### src/rtl/target_burst_buf.sv
// Target-side burst buffer: select handshake, tagged writes into a circular store,
// fixed-length read bursts with sticky overflow/underflow flags. Optional checks: TARGET_BURST_BUF_SVA_EN.
module target_burst_buf #(
   parameter  int DATA_W    = 8,
   parameter  int DEPTH     = 64,
   parameter  int BURST_LEN = 8,
   localparam int AW        = $clog2(DEPTH)
) (
   input  logic              clk,
   input  logic              reset,
   input  logic              sel_bit,
   input  logic [DATA_W:0]   datain,
   input  logic              rd_req,
   input  logic              err_clr,
   output logic              trdy,
   output logic [DATA_W-1:0] dataout,
   output logic              dout_vld,
   output logic [AW-1:0]     ri,
   output logic [AW-1:0]     wi,
   output logic [AW:0]       count,
   output logic              full,
   output logic              empty,
   output logic              ovf_err,
   output logic              udf_err
);

   localparam int CW = AW + 1;

   typedef enum logic [1:0] {IDLE, ARM, ACTIVE, READ} state_t;

   state_t            state, state_nx;
   logic [DATA_W-1:0] mem [DEPTH];
   logic [CW-1:0]     bcnt;
   logic              tag;
   logic              act;
   logic              push_req;
   logic              push;
   logic              pop;
   logic              start_req;
   logic              start_ok;
   logic              start_bad;
   logic              burst_done;

   assign tag        = datain[DATA_W];
   assign act        = (state == ACTIVE) || (state == READ);
   // A deselect sampled in READ aborts before the next word leaves.
   assign pop        = (state == READ) && sel_bit;
   assign push_req   = act && tag;
   assign push       = push_req && (!full || pop);
   assign start_req  = (state == ACTIVE) && sel_bit && rd_req && !tag;
   assign start_ok   = start_req && (count >= CW'(BURST_LEN));
   assign start_bad  = start_req && !start_ok;
   assign burst_done = pop && (bcnt == CW'(BURST_LEN - 1));

   assign full  = (count == CW'(DEPTH));
   assign empty = (count == '0);

   always_ff @(posedge clk or negedge reset) begin
      if (!reset) state <= IDLE;
      else        state <= state_nx;
   end

   always_comb begin
      state_nx = state;
      trdy     = 1'b1;
      case (state)
         IDLE:   if (sel_bit) state_nx = ARM;
         ARM:    state_nx = sel_bit ? ACTIVE : IDLE;
         ACTIVE: begin
            trdy = 1'b0;
            if (!sel_bit)      state_nx = IDLE;
            else if (start_ok) state_nx = READ;
         end
         READ: begin
            trdy = 1'b0;
            if (!sel_bit)        state_nx = IDLE;
            else if (burst_done) state_nx = ACTIVE;
         end
         default: state_nx = IDLE;
      endcase
   end

   // Storage is deliberately left out of reset.
   always_ff @(posedge clk) begin
      if (push) mem[wi] <= datain[DATA_W-1:0];
   end

   always_ff @(posedge clk or negedge reset) begin
      if (!reset) begin
         wi <= '0;
         ri <= '0;
      end else begin
         if (push) wi <= wi + 1'b1;
         if (pop)  ri <= ri + 1'b1;
      end
   end

   always_ff @(posedge clk or negedge reset) begin
      if (!reset) begin
         count <= '0;
      end else begin
         case ({push, pop})
            2'b10:   count <= count + 1'b1;
            2'b01:   count <= count - 1'b1;
            default: count <= count;
         endcase
      end
   end

   always_ff @(posedge clk or negedge reset) begin
      if (!reset) begin
         dout_vld <= 1'b0;
         dataout  <= '0;
         bcnt     <= '0;
      end else begin
         dout_vld <= pop;
         dataout  <= pop ? mem[ri] : '0;
         if (start_ok) bcnt <= '0;
         else if (pop) bcnt <= bcnt + 1'b1;
      end
   end

   // New error in the same cycle as a clear leaves the flag set.
   always_ff @(posedge clk or negedge reset) begin
      if (!reset) begin
         ovf_err <= 1'b0;
         udf_err <= 1'b0;
      end else begin
         ovf_err <= (ovf_err && !err_clr) || (push_req && !push);
         udf_err <= (udf_err && !err_clr) || start_bad;
      end
   end

`ifdef TARGET_BURST_BUF_SVA_EN
   a_sel_arm: assert property (@(posedge clk) disable iff (!reset)
      (state == IDLE && sel_bit) |=> trdy)
      else $error("select: trdy not high one cycle after select");
   a_sel_act: assert property (@(posedge clk) disable iff (!reset)
      (state == ARM && sel_bit) |=> !trdy)
      else $error("select: trdy not low two cycles after select");
   a_sel_fall: assert property (@(posedge clk) disable iff (!reset)
      (state != IDLE && !sel_bit) |=> trdy)
      else $error("deselect: trdy not high next cycle");
   a_wi_inc: assert property (@(posedge clk) disable iff (!reset)
      push |=> (wi == AW'($past(wi) + 1'b1)))
      else $error("write pointer did not advance");
   a_ri_inc: assert property (@(posedge clk) disable iff (!reset)
      pop |=> (ri == AW'($past(ri) + 1'b1)))
      else $error("read pointer did not advance");
   a_cnt_max: assert property (@(posedge clk) disable iff (!reset)
      count <= CW'(DEPTH))
      else $error("count exceeds DEPTH");
   a_din_x: assert property (@(posedge clk) disable iff (!reset)
      (act && tag) |-> !$isunknown(datain))
      else $error("X on datain during write");
`endif

endmodule

### config.mk
export PLATFORM = sky130hd
export DESIGN_NAME = target_burst_buf
export DESIGN_NICKNAME = d
export VERILOG_FILES = /design/src/rtl/target_burst_buf.sv
export SDC_FILE = /design/constraint.sdc
export NUM_CORES = 1
export LEC_CHECK = 0
export BUFFER_PORTS_ARGS = -buffer_cell sky130_fd_sc_hd__buf_2
export CORE_ASPECT_RATIO = 1.1
export CORE_UTILIZATION = 50
export DETAILED_ROUTE_END_ITERATION = 8
export PLACE_DENSITY = 0.75
export SLEW_MARGIN = 40
export SYNTH_ARGS = -nofsm -noshare
export SYNTH_HDL_FRONTEND = slang
export SYNTH_SLANG_ARGS = --single-unit
### constraint.sdc
create_clock -name clk -period 2.3 [get_ports clk]
set_clock_uncertainty 0.15 [all_clocks]
set_input_delay 0.115 -clock clk [delete_from_list [all_inputs] [get_ports clk]]
set_output_delay 0.115 -clock clk [all_outputs]
set_load 0.02 [all_outputs]
==> results by stage <==
Logic synthesis:
- For this run, the leading register cell type out of synthesis is edfxtp_1.
- Each instance of the synthesized netlist takes up on average 19.6 sq um.
- The number of warnings reported in the yosys synthesis log is 0.
- The synthesized design contains 512 enable-type register cells.
- Of all flip-flops after synthesis, the portion carrying an async set or reset was 7.08%.
- The area of the mapped netlist is 21600 sq um.
- The post-synthesis sequential element count is 551.
- After synthesis, flip-flops and latches occupy 75.8% of the total area.
- After technology mapping, the gate count stands at 1100.
- The post-synthesis cell type count is 51.
- The net count after synthesis is 1123.

Floorplanning:
- Measured along the x axis, the die boundary spans 200 microns.
- The placement row count is 79.
- The effective utilization at floorplan is 50.9%.
- The vertical extent of the die is 220 microns.
- The total die area is 44000 sq um.
- The placeable core region is 42400 sq um.
- During I/O placement, the number of pins put on the boundary was 47.

Pwr:
- The internal power summed over all cells is 19600 uW.
- For this design the static power due to leakage is 0.00872 uW.
- Net switching is 28.3% of the power.
- Power spread over the standard cell area amounts to 1030 nW/um^2.
- The clock network is responsible for 29.2% of the overall power.
- Sequential cells account for 41.8% of the total power.
- Summed over all nets, the switching power comes to 7740 uW.
- The maximum VDD drop is 0.545 mV.
- The combinational cell fraction of total power is 29.0%.

Placement:
- Routability-driven placement finished with a final weighted congestion of 0.842.
- Once placement completed, the tool counted placed cells totaling 1779.
- The HPWL after detailed placement is 30.3 mm.
- The number of buffers inserted by port buffering is 46.

GRT:
- The sum of overflow across all layers after global routing is 0.
- The first-pass GRT wire length is 72.1 mm.
- Entering global routing, the biggest net connects 65 pins.
- The via count of the first global-routing pass was 11700.
- Global routing used 22.5% of the available tracks across all layers.
- The initial antenna violation count is 0.

Hold path:
- The path class of the tightest hold or removal check is primary input to flop.
- The worst hold path begins at datain[3].

Worst setup path:
- The worst-case register-to-register setup slack is -0.15 ns.
- The critical path goes through buf_12 > buf_12 > buf_6 > mux4_2 > a22o_1 > a211oi_2 > buf_4 > a21oi_4 > a22o_1.
- The critical register-to-register path startpoint is ri[0].
- The largest stage delay on the critical path is 0.51 ns.
- Among all stages on the critical path, the largest delay is contributed by dfrtp_4.
- The cell family contributing the most delay on the critical path is compound AO/OA/AOI/OAI gates.
- The worst setup path is launched from a flop.
- The start-to-end type of the worst setup path is flop to flop.
- For the worst setup path, the data required time is 2.60 ns.
- The data arrival time at the worst-slack endpoint is 2.74 ns.
- The startpoint of the worst setup timing path is ri[0].
- The kind of capture point of the worst setup path is a flop.
- The largest fanout on the critical path is 7.
- The combined buffer and inverter count along the critical path is 4.

STA:
- The worst setup slack after layout is -0.150 ns.
- Headroom to the max-slew limit came out at 51.2%.
- The hold violation total from the final report is 0.
- The worst hold margin is 0.0929 ns.
- Setup repair after global routing could not meet its margin everywhere.
- The final critical path takes up 107% of the cycle.
- The shortest period the worst path allows is 2.45 ns.
- Setup violations remaining at the end of the flow were counted as 11.
- The count of final max-slew check failures is 0.
- After routing, the total negative slack on setup checks comes to -0.769 ns.
- For this run, the top clock speed supported by timing is 408 MHz.
- At the pin with the least slew margin, the transition time is 0.732 ns.

Drt:
- The count of routing violations after the opening detailed-route iteration is 1085.
- The routed via count divided by cell count is 5.97.
- The detail route stage leaves a number of antenna-violating nets equal to 0.
- The post-detailed-routing wire length is 48.9 mm.
- The number of iterations in the first detailed-routing pass is 7.
- The post-route DRC violation count is 0.
- The routed length per placed instance is 25.6 microns.
- The via total after detailed routing is 11400.

CTS:
- The cell sitting at the root of the clock tree is a clkbuf_16.
- The maximum clock path buffer count is 3.
- The clock reaches the later pin of the worst-skew pair after 0.58 ns.
- The H-tree was split into 2 levels.
- Clock-pin slew was measured on the worst setup and hold paths at 0.07 ns.
- The number of clock buffers added by TritonCTS is 50.
- The number of clock sinks is 551.
- TritonCTS built the clock tree.

Final layout:
- The synthesis-to-finish area growth is 22.8%.
- After filler insertion, the fill cell instance count of the layout stands at 2722.
- The count of non-filler cells in the finished layout is 1912.
- Cells fill 62.5% of the core in the end.
- The final net count is 1331.
- The share of final-layout standard cells stronger than drive strength 1 is 39.0%.
- The antenna diode count is 0.

Flow run:
- The tool flagged a number of max-cap violations equal to 0.

Outcome:
- The checks that failed: setup timing.
- The flow ran to the end, but the final reports show violations.
## layout by cell type (no fill, tap or decap), types with 17 or more instances in the layout
cell type | Yosys | final
nor2_4 | 0 | 57
o22ai_1 | 18 | 18
nand2_1 | 32 | 28
buf_4 | 10 | 102
nor2_1 | 79 | 17
mux4_2 | 96 | 97
dfrtp_1 | 39 | 36
mux2i_1 | 62 | 60
clkbuf_16 | 0 | 50
buf_2 | 4 | 46
buf_6 | 8 | 17
buf_12 | 1 | 31
edfxtp_1 | 512 | 512
## registers in the layout, summed over array words and instances, names as in the netlist
register / cells
mem: 512
dataout: 8
bcnt: 7
count: 7
ri: 6
wi: 6
state: 2
dout_vld: 1
ovf_err: 1
udf_err: 1
## per-layer routing
layer	GRT usage, %	routed length [microns]	share of wire [%]	up-vias
met3	4.10	3330	6.8	99
met1	29.3	19100	39	5906
met5	0	0	0	-
met2	38.1	25000	51	492
li1	-	-	-	4920
met4	7.91	1500	3.1	0
## stage by stage
| step | total power, uW | instance area [sq um] | setup slack (ns) |
|---|---|---|---|
| 4_1_cts | 27100 | 26000 | -0.163 |
| 3_5_place_dp | 18200 | 23400 | -0.407 |
| 2_1_floorplan | 15800 | 21600 | -0.127 |
| 5_1_grt | 28300 | 26500 | -0.196 |
| 6_report | 27400 | 26500 | -0.150 |
| 3_3_place_gp | 18100 | 23400 | -0.341 |
## cell usage after synthesis (15+ instances only)
| cell | number | share of area, % |
|---|---|---|
| edfxtp_1 | 512 | 71 |
| mux4_2 | 96 | 10 |
| nor2_1 | 79 | 1.4 |
| mux2i_1 | 62 | 2.9 |
| dfrtp_1 | 39 | 4.5 |
| nand2_1 | 32 | 0.56 |
| clkbuf_1 | 31 | 0.54 |
| a211oi_1 | 25 | 0.87 |
| a21oi_1 | 25 | 0.58 |
| a22oi_1 | 24 | 0.84 |
| o22ai_1 | 18 | 0.52 |
| a22o_1 | 15 | 0.61 |
| o221ai_1 | 15 | 0.61 |
## path summary, 6_finish.rpt
check | to | cells after the start
max in group asynchronous | ri[0] | 4
min in group asynchronous | wi[2] | 4
setup reg to reg | dataout[0] | 9
hold / removal | mem[41][3] | 2
hold reg to reg | bcnt[1] | 2
setup / recovery | dataout[0] | 9
## logic make-up after synthesis
logic type                 Yosys count  share of synthesized area, %
muxes                              165                          13.3
AOI/OAI and AO/OA                  135                          4.54
xor gates and xnor gates            21                         0.853
DFF                                551                          75.8
and+or+nand+nor                    153                          3.22
buffers and inverters               66                          1.70
adders and majority gates            9                         0.557
## power groups by stage
stage                     Sequential (uW)  Clock (uW)  Combinational, uW
after global routing                11500        8460               8350
after global placement              11600           0               6440
after detailed placement            11600           0               6530
after CTS                           11400        8080               7580
after floorplan                     11700           0               4130
final                               11400        8000               7940
## timing repair
action                                 in CTS  in global routing
pin swaps                                  19                 18
setup buffers                              11                 15
gates cloned                                2                  0
setup endpoints to repair                 524                468
hold buffers                               14                  1
resized for setup                         180                 47
endpoints found under the hold margin     264                  8
## area by class of cell
| type | instances | area [sq um] | share of cell area, % |
|---|---|---|---|
| flip-flops and latches | 551 | 16400 | 61.7 |
| multi-input cells | 483 | 5750 | 21.7 |
| repair buffers | 216 | 2080 | 7.83 |
| clock buffers | 63 | 1350 | 5.10 |
| well taps | 567 | 709 | 2.68 |
| clock inverters | 26 | 228 | 0.860 |
| inverters | 6 | 22.5 | 0.0850 |
No activity file was read; power rests on OpenSTA's default activity.
